[src/rtl/glitch_gen_pkg.sv]
// Shared types and defaults for the multi-channel glitch generator.
// Holds the per-channel state encoding, default parameter values and the
// helper that promotes zero-valued width/gap/count fields to one.
package glitch_gen_pkg;

    localparam int unsigned DEF_NUM_CH      = 4;
    localparam int unsigned DEF_CNT_W       = 32;
    localparam int unsigned DEF_BURST_W     = 8;
    localparam int unsigned DEF_SYNC_STAGES = 2;

    typedef enum logic [2:0] {
        ST_IDLE  = 3'd0,
        ST_ARMED = 3'd1,
        ST_DELAY = 3'd2,
        ST_PULSE = 3'd3,
        ST_GAP   = 3'd4,
        ST_DONE  = 3'd5
    } ch_state_e;

    // A zero width, gap or count would stall the down-counters, so it is
    // treated as one. Callers size the result back to their field width.
    function automatic logic [63:0] min_one(input logic [63:0] v);
        return (v == 64'd0) ? 64'd1 : v;
    endfunction

endpackage

[src/rtl/glitch_channel.sv]
// One glitch channel: shadow configuration, a shared delay/width/gap
// down-counter, a remaining-pulse counter and the sequencing FSM.
// Ports:
//   clk, rst_n           clock, async active-low reset
//   trig_rise_i          one-cycle synchronised trigger rising edge
//   abort_i              synchronised abort, returns the channel to IDLE
//   arm_i                arm strobe, latches cfg_*_i in IDLE/ARMED/DONE
//   cfg_*_i              delay, width, gap, count, polarity
//   glitch_o             registered glitch level (polarity applied)
//   armed_o/busy_o/done_o status
//
// state  | meaning
// IDLE   | not armed, output inactive
// ARMED  | config latched, waiting for trig_rise
// DELAY  | counting down delay before the first pulse
// PULSE  | output active, counting down width
// GAP    | output inactive between burst pulses
// DONE   | burst complete, done held until the next arm
module glitch_channel
    import glitch_gen_pkg::*;
#(
    parameter int unsigned CNT_W   = DEF_CNT_W,
    parameter int unsigned BURST_W = DEF_BURST_W
) (
    input  logic               clk,
    input  logic               rst_n,
    input  logic               trig_rise_i,
    input  logic               abort_i,
    input  logic               arm_i,
    input  logic [CNT_W-1:0]   cfg_delay_i,
    input  logic [CNT_W-1:0]   cfg_width_i,
    input  logic [CNT_W-1:0]   cfg_gap_i,
    input  logic [BURST_W-1:0] cfg_count_i,
    input  logic               cfg_pol_i,
    output logic               glitch_o,
    output logic               armed_o,
    output logic               busy_o,
    output logic               done_o
);

    localparam logic [CNT_W-1:0]   CNT_ONE   = CNT_W'(1);
    localparam logic [BURST_W-1:0] BURST_ONE = BURST_W'(1);

    ch_state_e          state_q, state_d;
    logic [CNT_W-1:0]   cnt_q, cnt_d;
    logic [BURST_W-1:0] pulses_q, pulses_d;
    logic [CNT_W-1:0]   delay_q, delay_d;
    logic [CNT_W-1:0]   width_q, width_d;
    logic [CNT_W-1:0]   gap_q, gap_d;
    logic [BURST_W-1:0] count_q, count_d;
    logic               pol_q, pol_d;
    logic               done_q, done_d;
    logic               act_q, act_d;

    always_comb begin
        state_d  = state_q;
        cnt_d    = cnt_q;
        pulses_d = pulses_q;
        delay_d  = delay_q;
        width_d  = width_q;
        gap_d    = gap_q;
        count_d  = count_q;
        pol_d    = pol_q;
        done_d   = done_q;

        if (abort_i) begin
            state_d = ST_IDLE;
            done_d  = 1'b0;
        end else begin
            unique case (state_q)
                ST_IDLE, ST_DONE, ST_ARMED: begin
                    // In ARMED a trigger beats a coincident arm.
                    if (state_q == ST_ARMED && trig_rise_i) begin
                        pulses_d = count_q;
                        if (delay_q == '0) begin
                            state_d = ST_PULSE;
                            cnt_d   = width_q;
                        end else begin
                            state_d = ST_DELAY;
                            cnt_d   = delay_q;
                        end
                    end else if (arm_i) begin
                        delay_d = cfg_delay_i;
                        width_d = CNT_W'(min_one(64'(cfg_width_i)));
                        gap_d   = CNT_W'(min_one(64'(cfg_gap_i)));
                        count_d = BURST_W'(min_one(64'(cfg_count_i)));
                        pol_d   = cfg_pol_i;
                        done_d  = 1'b0;
                        state_d = ST_ARMED;
                    end
                end
                ST_DELAY, ST_GAP: begin
                    if (cnt_q == CNT_ONE) begin
                        state_d = ST_PULSE;
                        cnt_d   = width_q;
                    end else begin
                        cnt_d = cnt_q - CNT_ONE;
                    end
                end
                ST_PULSE: begin
                    if (cnt_q != CNT_ONE) begin
                        cnt_d = cnt_q - CNT_ONE;
                    end else if (pulses_q == BURST_ONE) begin
                        state_d = ST_DONE;
                        done_d  = 1'b1;
                    end else begin
                        state_d  = ST_GAP;
                        cnt_d    = gap_q;
                        pulses_d = pulses_q - BURST_ONE;
                    end
                end
                default: state_d = ST_IDLE;
            endcase
        end

        act_d = (state_d == ST_PULSE);
    end

    always_ff @(posedge clk or negedge rst_n) begin
        if (!rst_n) begin
            state_q  <= ST_IDLE;
            cnt_q    <= '0;
            pulses_q <= '0;
            delay_q  <= '0;
            width_q  <= CNT_ONE;
            gap_q    <= CNT_ONE;
            count_q  <= BURST_ONE;
            pol_q    <= 1'b0;
            done_q   <= 1'b0;
            act_q    <= 1'b0;
        end else begin
            state_q  <= state_d;
            cnt_q    <= cnt_d;
            pulses_q <= pulses_d;
            delay_q  <= delay_d;
            width_q  <= width_d;
            gap_q    <= gap_d;
            count_q  <= count_d;
            pol_q    <= pol_d;
            done_q   <= done_d;
            act_q    <= act_d;
        end
    end

    // In IDLE no polarity has been latched yet, so the live setting defines
    // the inactive level; act_q is 0 there, so the output stays quiet.
    assign glitch_o = act_q ^ ((state_q == ST_IDLE) ? cfg_pol_i : pol_q);
    assign armed_o  = (state_q == ST_ARMED);
    assign busy_o   = (state_q == ST_DELAY) || (state_q == ST_PULSE) || (state_q == ST_GAP);
    assign done_o   = done_q;

endmodule

[src/rtl/glitch_gen_multi.sv]
// Multi-channel glitch generator top level.
// Synchronises trigger and abort, derives a one-cycle trigger rising edge
// and fans both out to NUM_CH independent glitch_channel instances.
// Ports:
//   clk, rst_n       clock, async active-low reset
//   trigger, abort   asynchronous inputs
//   arm              per-channel arm strobes
//   cfg_*            packed per-channel configuration, channel i at slice i
//   glitch           per-channel glitch outputs
//   armed/busy/done  per-channel status
module glitch_gen_multi
    import glitch_gen_pkg::*;
#(
    parameter int unsigned NUM_CH      = DEF_NUM_CH,
    parameter int unsigned CNT_W       = DEF_CNT_W,
    parameter int unsigned BURST_W     = DEF_BURST_W,
    parameter int unsigned SYNC_STAGES = DEF_SYNC_STAGES
) (
    input  logic                      clk,
    input  logic                      rst_n,
    input  logic                      trigger,
    input  logic [NUM_CH-1:0]         arm,
    input  logic                      abort,
    input  logic [NUM_CH*CNT_W-1:0]   cfg_delay,
    input  logic [NUM_CH*CNT_W-1:0]   cfg_width,
    input  logic [NUM_CH*CNT_W-1:0]   cfg_gap,
    input  logic [NUM_CH*BURST_W-1:0] cfg_count,
    input  logic [NUM_CH-1:0]         cfg_pol,
    output logic [NUM_CH-1:0]         glitch,
    output logic [NUM_CH-1:0]         armed,
    output logic [NUM_CH-1:0]         busy,
    output logic [NUM_CH-1:0]         done
);

    logic [SYNC_STAGES-1:0] trig_sync_q;
    logic [SYNC_STAGES-1:0] abort_sync_q;
    logic                   trig_prev_q;
    logic                   trig_rise_q;
    logic                   trig_s;
    logic                   abort_s;

    assign trig_s  = trig_sync_q[SYNC_STAGES-1];
    assign abort_s = abort_sync_q[SYNC_STAGES-1];

    // trig_rise is registered so that the first active cycle lands exactly
    // SYNC_STAGES+1+delay edges after the first edge that sees the trigger.
    always_ff @(posedge clk or negedge rst_n) begin
        if (!rst_n) begin
            trig_sync_q  <= '0;
            abort_sync_q <= '0;
            trig_prev_q  <= 1'b0;
            trig_rise_q  <= 1'b0;
        end else begin
            trig_sync_q  <= {trig_sync_q[SYNC_STAGES-2:0], trigger};
            abort_sync_q <= {abort_sync_q[SYNC_STAGES-2:0], abort};
            trig_prev_q  <= trig_s;
            trig_rise_q  <= trig_s & ~trig_prev_q;
        end
    end

    for (genvar i = 0; i < NUM_CH; i++) begin : g_ch
        glitch_channel #(
            .CNT_W   (CNT_W),
            .BURST_W (BURST_W)
        ) u_ch (
            .clk         (clk),
            .rst_n       (rst_n),
            .trig_rise_i (trig_rise_q),
            .abort_i     (abort_s),
            .arm_i       (arm[i]),
            .cfg_delay_i (cfg_delay[i*CNT_W +: CNT_W]),
            .cfg_width_i (cfg_width[i*CNT_W +: CNT_W]),
            .cfg_gap_i   (cfg_gap[i*CNT_W +: CNT_W]),
            .cfg_count_i (cfg_count[i*BURST_W +: BURST_W]),
            .cfg_pol_i   (cfg_pol[i]),
            .glitch_o    (glitch[i]),
            .armed_o     (armed[i]),
            .busy_o      (busy[i]),
            .done_o      (done[i])
        );
    end

endmodule

[config.mk]
export PLATFORM = sky130hd
export DESIGN_NAME = glitch_gen_multi
export DESIGN_NICKNAME = d
export VERILOG_FILES = /design/src/rtl/glitch_gen_pkg.sv /design/src/rtl/glitch_channel.sv /design/src/rtl/glitch_gen_multi.sv
export SDC_FILE = /design/constraint.sdc
export NUM_CORES = 1
export LEC_CHECK = 0
export CORE_MARGIN = 3
export CORE_UTILIZATION = 35
export DETAILED_ROUTE_END_ITERATION = 10
export SETUP_SLACK_MARGIN = 0.1
export SYNTH_ARGS = -nofsm -noshare
export SYNTH_HDL_FRONTEND = slang
export SYNTH_SLANG_ARGS = --single-unit
[constraint.sdc]
create_clock -name clk -period 6.5 [get_ports clk]
set_clock_uncertainty 0.05 [all_clocks]
set_input_delay 0.65 -clock clk [delete_from_list [all_inputs] [get_ports clk]]
set_output_delay 0.65 -clock clk [all_outputs]
set_load 0.02 [all_outputs]
Yosys cells after proc, flatten, opt, wreduce, memory -nomap -nowiden
Index checks and enable logic that the tools add are counted.
Storage, ports and cells
  word-level logic and storage cells: 311
  RAM bits: 0
  bits in read-only memories: 0
  output and inout port bits: 16
  bits in latches: 0
  flip-flop bits (word level): 606
  memories kept: 0
Cells by class
  bitwise operators: 11
  equality and inequality tests: 68
  order comparisons: 0
  reduce and logical (&&, ||, !) cells: 68
  multiplexer cells: 112
  div/mod/pow operators: 0
  $add $sub $neg: 8
  $mul: 0
  shift-type cells: 0
Operators by type and width (number)
  32-bit two-way mux: 28
  32-bit logical NOT: 12
  32-bit one-hot mux with 3 select lines: 4
  32-bit by 1-bit == test with 1-bit output (second input constant): 4
  8-bit two-way mux: 16
  32-bit by 1-bit != test with 1-bit output (second input constant): 4
  32-bit by 1-bit subtractor with 32-bit output (second input constant): 4
  8-bit one-hot mux with 2 select lines: 4
  3-bit two-way mux: 20
  5-bit AND reduction: 8
  3-bit by 2-bit == test with 1-bit output (second input constant): 12
  3-bit != test (second input constant): 12
  3-bit one-hot mux with 3 select lines: 4
  8-bit by 1-bit == test with 1-bit output (second input constant): 4
  8-bit logical NOT: 4
  1-bit two-way mux: 32
  4-bit AND reduction: 8
  8-bit by 1-bit subtractor with 8-bit output (second input constant): 4
  3-bit == test (second input constant): 8
  3-bit by 2-bit != test with 1-bit output (second input constant): 8
  3-bit nonzero test: 8
  2-bit != test (second input constant): 8
  3-bit by 1-bit == test with 1-bit output (second input constant): 4
  3-bit logical NOT: 4
  10 further kinds: 43

Longest topological paths before layout
Gate-level depths: netlist (run 1).
  depth after elaboration: 6
  gate-level depth with buffers: 10

Hierarchy
From an unflattened synthesis (run 1), not the netlist that was laid out.
Second synthesis, totals
  cells, all modules: 3001
  area total of the unflattened synthesis: 31700.4 µm²
By module, submodules not included
  glitch_channel (g_ch[1].u_ch ...): cells each 769, area each 7920.1 µm², times used 2, seq. area each 3757.4 µm²
  glitch_channel (g_ch[0].u_ch): cells each 739, area each 7853.8 µm², times used 1, seq. area each 3757.4 µm²
  glitch_channel (g_ch[3].u_ch): cells each 717, area each 7842.5 µm², times used 1, seq. area each 3757.4 µm²
  glitch_gen_multi: cells each 7, area each 163.9 µm², times used 1, seq. area each 150.1 µm²

Worst setup path after synthesis (run 1)
OpenSTA, ideal clock, no wires.
  kind: reg-to-reg
  start: register g_ch[1].u_ch.cnt_q[23]
  end: register g_ch[1].u_ch.cnt_q[8]
  stages on the path, launching flop included: 10
  arrival time: 2903 ps
  path buffers: 4
  data required time: 6329 ps
  setup slack: 3426 ps
  library setup time: 121 ps
  period minus slack after synthesis: 3074 ps
  path through: dfrtp_1 -> or3_1 -> buf_2 -> or4_1 -> clkbuf_2 -> or4_1 -> buf_2 -> o31a_1 -> clkbuf_1 -> a22o_1
Between the ends
  longest elaborated chain between the ends: 3
RTL lines
  start: declaration: line glitch_channel.sv:45  | logic [CNT_W-1:0] cnt_q, cnt_d;
  start signal: assignment: line glitch_channel.sv:133  | cnt_q <= cnt_d;
  32-bit by 1-bit != test with 1-bit output or 32-bit by 1-bit == test with 1-bit output (tied branches): line glitch_channel.sv:101, glitch_channel.sv:93
  3-bit by 2-bit != test with 1-bit output (no line) (tied with other cells)
  4-bit AND reduction (no line) or 32-bit one-hot mux with 3 select lines (tied branches)
Parallel ways exist; a longest one is shown, timed or not.
A chain may end at the register's enable or synchronous reset.

Worst setup path after layout (run 1)
  start: register g_ch[1].u_ch.state_q[2]
  end: output busy[1]
Between the ends
  longest elaborated chain between the ends: 3
RTL lines
  start: declaration: line glitch_channel.sv:44  | ch_state_e state_q, state_d;
  start signal: assignment: line glitch_channel.sv:132  | state_q <= state_d;
  3-bit by 2-bit == test with 1-bit output: line glitch_channel.sv:149  | assign busy_o = (state_q == ST_DELAY) || (state_q == ST_PULSE) || (state_q == ST_GAP);
  1-bit logical OR: line glitch_channel.sv:149
  1-bit logical OR (*): line glitch_channel.sv:149
  end: declaration: line glitch_gen_multi.sv:31  | output logic [NUM_CH-1:0] busy,
Mark *: on every way between the ends. The rest lies on a longest branch, timed or not.

==> results of run 1 <==
-- flip-flops by register name, summed over array words and instances (netlist names) --
| register | flops |
|---|---|
| abort_sync_q | 2 |
| g_ch.u_ch.pol_q | 4 |
| trig_prev_q | 1 |
| g_ch.u_ch.done_o | 4 |
| g_ch.u_ch.width_q | 128 |
| g_ch.u_ch.cnt_q | 128 |
| trig_sync_q | 2 |
| g_ch.u_ch.count_q | 32 |
| g_ch.u_ch.delay_q | 128 |
| trig_rise_q | 1 |
| g_ch.u_ch.act_q | 4 |
| g_ch.u_ch.pulses_q | 32 |
| g_ch.u_ch.state_q | 12 |
| g_ch.u_ch.gap_q | 128 |
-- critical path: stages (launching register included) --
cell,delay (ns)
dfrtp_1,0.62
nand2b_1,0.20
nor2_2,0.04
buf_4,0.23
nor2_1,0.75
clkinv_1,0.51
clkdlybuf4s50_1,0.70
-- cell usage in the layout (no fill, tap or decap), types with 24 or more instances in the layout --
cell type and count:
or3_1 36, nand4_1 55, nor2_1 162, clkdlybuf4s50_1 442, nor4_1 148, clkbuf_16 73, nand2_1 257, buf_4 54
mux2_2 129, a22oi_1 35, a21oi_1 136, dfrtp_1 594, nor3_1 108, a22o_1 278, o211ai_1 24, inv_1 94
nand3_1 56, o22a_1 29, a31oi_1 52, and3_1 30, o21ai_0 215, a221oi_1 45, or4_1 29
-- layer usage --
layer,global-route usage,up-vias,wire (µm)
met2,0.365,1065,49500
met1,0.316,13300,45800
met5,0,-,24
li1,-,12400,-
met4,0.0787,4,3450
met3,0.0398,182,7190
-- final cells by class --
class                           instances  area, µm²
Clock inverter                         30        432
Multi-Input combinational cell       2147      14100
Tap cell                             1144       1430
Antenna cell                            4       10.0
Timing Repair Buffer                  501       4910
Fill cell                            8147      47300
Sequential cell                       606      15200
Inverter                               97        364
Clock buffer                           99       2040
-- cells by family (layout without fill, tap and decap cells) --
kind of cell | count (synthesis) | count (layout) | share of synthesized area
muxes | 144 | 144 | 0.0526
other | 0 | 4 | 0
xor gates and xnor gates | 13 | 13 | 0.00374
adders and majority gates | 16 | 16 | 0.00657
buffers and inverters | 325 | 727 | 0.0428
AOI/OAI and AO/OA | 988 | 988 | 0.232
and+or+nand+nor | 986 | 986 | 0.164
DFF | 606 | 606 | 0.498
-- through the flow --
| stage | total power [mW] | hold slack (ns) |
|---|---|---|
| after floorplan | 6.83 | 0.281 |
| after global placement | 7.91 | 0.284 |
| after detailed placement | 7.95 | 0.287 |
| after CTS | 12.2 | 0.296 |
| after global routing | 12.8 | 0.299 |
| final | 12.2 | 0.293 |
-- power by group through the flow --
stage	sequential (mW)	combinational, mW	clock (mW)
after floorplan	5.19	1.64	0
after global placement	5.54	2.37	0
after CTS	5.49	2.43	4.33
after global routing	5.62	2.70	4.49
after detailed placement	5.54	2.42	0
final	5.51	2.42	4.23
-- worst min path at each step --
| stage | start | to | slack (ns) | cells past startpoint |
|---|---|---|---|---|
| 2_1_floorplan | abort_sync_q[0]$_DFF_PN0_ | abort_sync_q[1]$_DFF_PN0_ | 0.28 | 0 |
| 3_3_place_gp | abort_sync_q[0]$_DFF_PN0_ | abort_sync_q[1]$_DFF_PN0_ | 0.28 | 0 |
| 3_5_place_dp | abort_sync_q[0]$_DFF_PN0_ | abort_sync_q[1]$_DFF_PN0_ | 0.29 | 0 |
| 4_1_cts | abort_sync_q[0]$_DFF_PN0_ | abort_sync_q[1]$_DFF_PN0_ | 0.30 | 0 |
| 5_1_grt | abort_sync_q[0]$_DFF_PN0_ | abort_sync_q[1]$_DFF_PN0_ | 0.30 | 0 |
| 6_report | abort_sync_q[0]$_DFF_PN0_ | abort_sync_q[1]$_DFF_PN0_ | 0.29 | 0 |
==> flow_summary.yaml, run 1 <==
run_status:
  status: "complete, no violations"
detailed_routing:
  vias_per_cell: 5.84
  routed-via-count: 27000
  first_pass_iters: 6
  drt_iter0_drc: 2473
  drtAntennaViolNets: 0
  drc: 0
  routedWlPerCell_um: 22.9
  wl_mm: 106
clock_network:
  clkSlewWorstSetupHoldPaths_ns: 0.06
  hold_buffers: 1
  cts_num_sinks: 606
  cts-root-buf: "clkbuf_16"
  post-cts-setup-buffers: 0
  clockBufferDepth: 3
  cts_tree: "done"
  cts_resized: 0
  htreeDepth: 3
  cts_buffers: 71
  insertion_delay_ns: 0.62
sta:
  tns_ns: 0
  finalCritPeriodShare: 0.675
  slew_headroom: 0.0762
  rsz0062_at_grt: "no"
  hold_viol_final: 0
  finalSetupViolCount: 0
  slew_viol_final: 0
  worst_slew_pin_slew_ns: 1.38
  fmax_mhz: 228
  fin_crit_ns: 4.39
  worst_slack_ns: 2.11
logic_synthesis:
  synthArstFlopShare: 1.00
  syn_area_per_cell_um2: 9.90
  synth_ff_type: "dfrtp_1"
  synth.largest_area_cell: "dfrtp_1"
  postSynthCellCount: 3078
  yosys-top-cells-area: "dfrtp_1 49%, a22o_1 8.0%, mux2_2 4.8%"
  netlist_area_um2: 30500
  synth_warnings: 0
  yosysTopAreaCellShare: 0.488
  netlist_top_cells_count: "594 x dfrtp_1, 278 x a22o_1, 257 x nand2_1"
  yosysUniqueCellTypes: 81
  yosysMostFrequentCell: "dfrtp_1"
  ys_ff_latch: 606
  seq_area_frac_synth: 0.498
  synth_edf_count: 0
  synth_fp_nets: 3522
pwr:
  combPwrFrac: 0.199
  seq_power_share: 0.453
  power.density_nw_per_um2: 316
  p_leak_nw: 15.6
  ir_drop_v: 0.000210
  p_int_mw: 8.37
  power.share.clock: 0.348
  swShare: 0.312
  switchingPower_mw: 3.79
placement:
  dpl.hpwl_mm: 76.2
  dpl_worst_slack_ns: 2.69
  place_inst: 4494
  gp_congestion: 0.878
  postPlaceCellArea_um2: 36000
  port-buffer-count: 443
floorplanning:
  rows: 107
  ioPinCount: 444
  coreArea_um2: 85800
  dieArea_um2: 90700
  die_h_um: 301
  die_w_um: 301
  start_util: 0.355
worst_setup_path:
  r2r_slack_ns: 2.61
  cp-endpoint: "busy[1]"
  path_max_fanout: 29
  r2r_end: "g_ch[1].u_ch.cnt_q[15]$_DFFE_PN0P_"
  crit_start: "g_ch[1].u_ch.state_q[2]$_DFF_PN0_"
  worst-setup-path-type: "reg -> out"
  reg2reg_from: "g_ch[1].u_ch.cnt_q[22]$_DFFE_PN0P_"
  arrival_ns: 3.69
  ff2ff_path_depth: 7
  crit_path_start_kind: "flip-flop"
  worstSetupEndpointType: "output port"
  crit_required_ns: 5.80
hold_path:
  hp-class: "reg -> reg"
final_layout:
  area_growth_pct: 26.3
  finalNetCount: 3868
  stdcell_count: 4628
  fin_util: 0.449
  design_area_um2: 38500
  drive_gt1_frac: 0.102
global_route:
  grt_antenna_before_repair: 8
  grt_pass1_vias: 26700
  gr-total-overflow: 0
  grt_start_max_net_pins: 145
  grt_use_total: 0.229
  grt_pass1_wl_mm: 163
flow_run:
  cap_violations: 0
Note: power is estimated with default switching activity, not from simulation.
==> run 2, diff against run 1 <==
- clock period: 6.5 -> 4.2 ns (I/O delays scaled with it)
==> flow_summary.yaml, run 2 (synthesis results as in run 1) <==
floorplanning:
  die_w_um: 301
  rows: 107
  ioPinCount: 444
  dieArea_um2: 90700
  start_util: 0.355
  die_h_um: 301
  coreArea_um2: 85800
worst_setup_path:
  r2r_slack_ns: 0.66
  arrival_ns: 3.98
  path_max_fanout: 25
  crit_path_start_kind: "flip-flop"
  crit_required_ns: 4.64
  worstSetupEndpointType: "flip-flop"
  worst-setup-path-type: "reg -> reg"
clock_network:
  insertion_delay_ns: 0.63
  clockBufferDepth: 3
  cts_buffers: 72
  clkSlewWorstSetupHoldPaths_ns: 0.06
  htreeDepth: 3
  cts_num_sinks: 606
  cts-root-buf: "clkbuf_16"
  cts_tree: "done"
  cts_resized: 0
sta:
  finalSetupViolCount: 0
  fmax_mhz: 283
  hold_viol_final: 0
  worst_slew_pin_slew_ns: 1.19
  finalCritPeriodShare: 0.842
  slew_headroom: 0.206
  rsz0062_at_grt: "no"
  slew_viol_final: 0
  worst_slack_ns: 0.662
  tns_ns: 0
  hold_ws_ns: 0.259
  fin_crit_ns: 3.54
detailed_routing:
  routed-via-count: 27300
  drt_iter0_drc: 2494
  first_pass_iters: 7
  wl_mm: 107
  routedWlPerCell_um: 22.8
  drtAntennaViolNets: 0
  vias_per_cell: 5.84
  drc: 0
final_layout:
  mostFrequentLayoutCells: "594 x dfrtp_1, 442 x clkdlybuf4s50_1, 278 x a22o_1"
  stdcell_count: 4677
  fin_util: 0.455
  design_area_um2: 39000
  drive_gt1_frac: 0.115
  final_common_cell: "dfrtp_1"
  finalNetCount: 3912
  area_growth_pct: 28.1
pwr:
  p_leak_nw: 15.9
  swShare: 0.312
  seq_power_share: 0.444
  power.density_nw_per_um2: 493
  power.share.clock: 0.358
  switchingPower_mw: 5.99
  ir_drop_v: 0.000306
  power.total_mw: 19.2
  combPwrFrac: 0.197
  p_int_mw: 13.2
placement:
  dpl_worst_slack_ns: 0.734
  port-buffer-count: 443
  dpl.hpwl_mm: 78.2
  gp_congestion: 0.871
  place_inst: 4537
  postPlaceCellArea_um2: 36400
global_route:
  grt_pass1_wl_mm: 164
  grt_use_total: 0.230
  gr-total-overflow: 0
  grt_antenna_before_repair: 8
  grt_start_max_net_pins: 101
  grt_pass1_vias: 26600
hold_path:
  hp-class: "in -> reg"
run_status:
  status: "complete, no violations"
flow_run:
  cap_violations: 0
run 2: power by group through the flow:
stage	clock, mW	combinational, mW	sequential, mW
5_1_grt	7.26	4.21	8.72
6_report	6.89	3.79	8.54
4_1_cts	7.03	3.79	8.51
3_5_place_dp	0	3.78	8.58
2_1_floorplan	0	2.54	8.04
3_3_place_gp	0	3.71	8.58
run 2: final timing paths:
path / to / start / depth (start not counted)
worst max-delay path: g_ch[1].u_ch.cnt_q[8]$_DFFE_PN0P_ / g_ch[1].u_ch.cnt_q[22]$_DFFE_PN0P_ / 5
worst min-delay path: abort_sync_q[0]$_DFF_PN0_ / abort / 1
worst max register to register: g_ch[1].u_ch.cnt_q[8]$_DFFE_PN0P_ / g_ch[1].u_ch.cnt_q[22]$_DFFE_PN0P_ / 5
worst min register to register: trig_sync_q[1]$_DFF_PN0_ / trig_sync_q[0]$_DFF_PN0_ / 0
max in group asynchronous: g_ch[1].u_ch.cnt_q[31]$_DFFE_PN0P_ / rst_n / 3
min in group asynchronous: g_ch[3].u_ch.cnt_q[10]$_DFFE_PN0P_ / rst_n / 2
run 2: routing by layer:
metal,up-vias,GRT usage,wire length (µm)
li1,12500,-,-
met1,13600,0.317,46200
met2,1002,0.373,50800
met3,155,0.0392,6960
met4,6,0.0614,2630
met5,-,0,37
run 2: worst max-delay path, stage by stage (launching register included):
cell and delay (ns):
dfrtp_1 0.39, or3_1 0.46, or4_1 0.68, or4_1 0.73, o31a_1 0.73, a22o_1 0.35
run 2: repair_timing:
item	CTS	global route
hold endpoints to repair	66	0
buffers inserted	0	0
hold buffers	1	0
run 2: cell type report:
class                   instances  area (µm²)
repair buffers                544        5290
multi-input cells            2147       14100
diodes                          5        12.5
well taps                    1144        1430
clock inverters                32         526
flip-flops and latches        606       15200
inverters                      97         364
clock buffers                 102        2110
fillers                      8192       46800
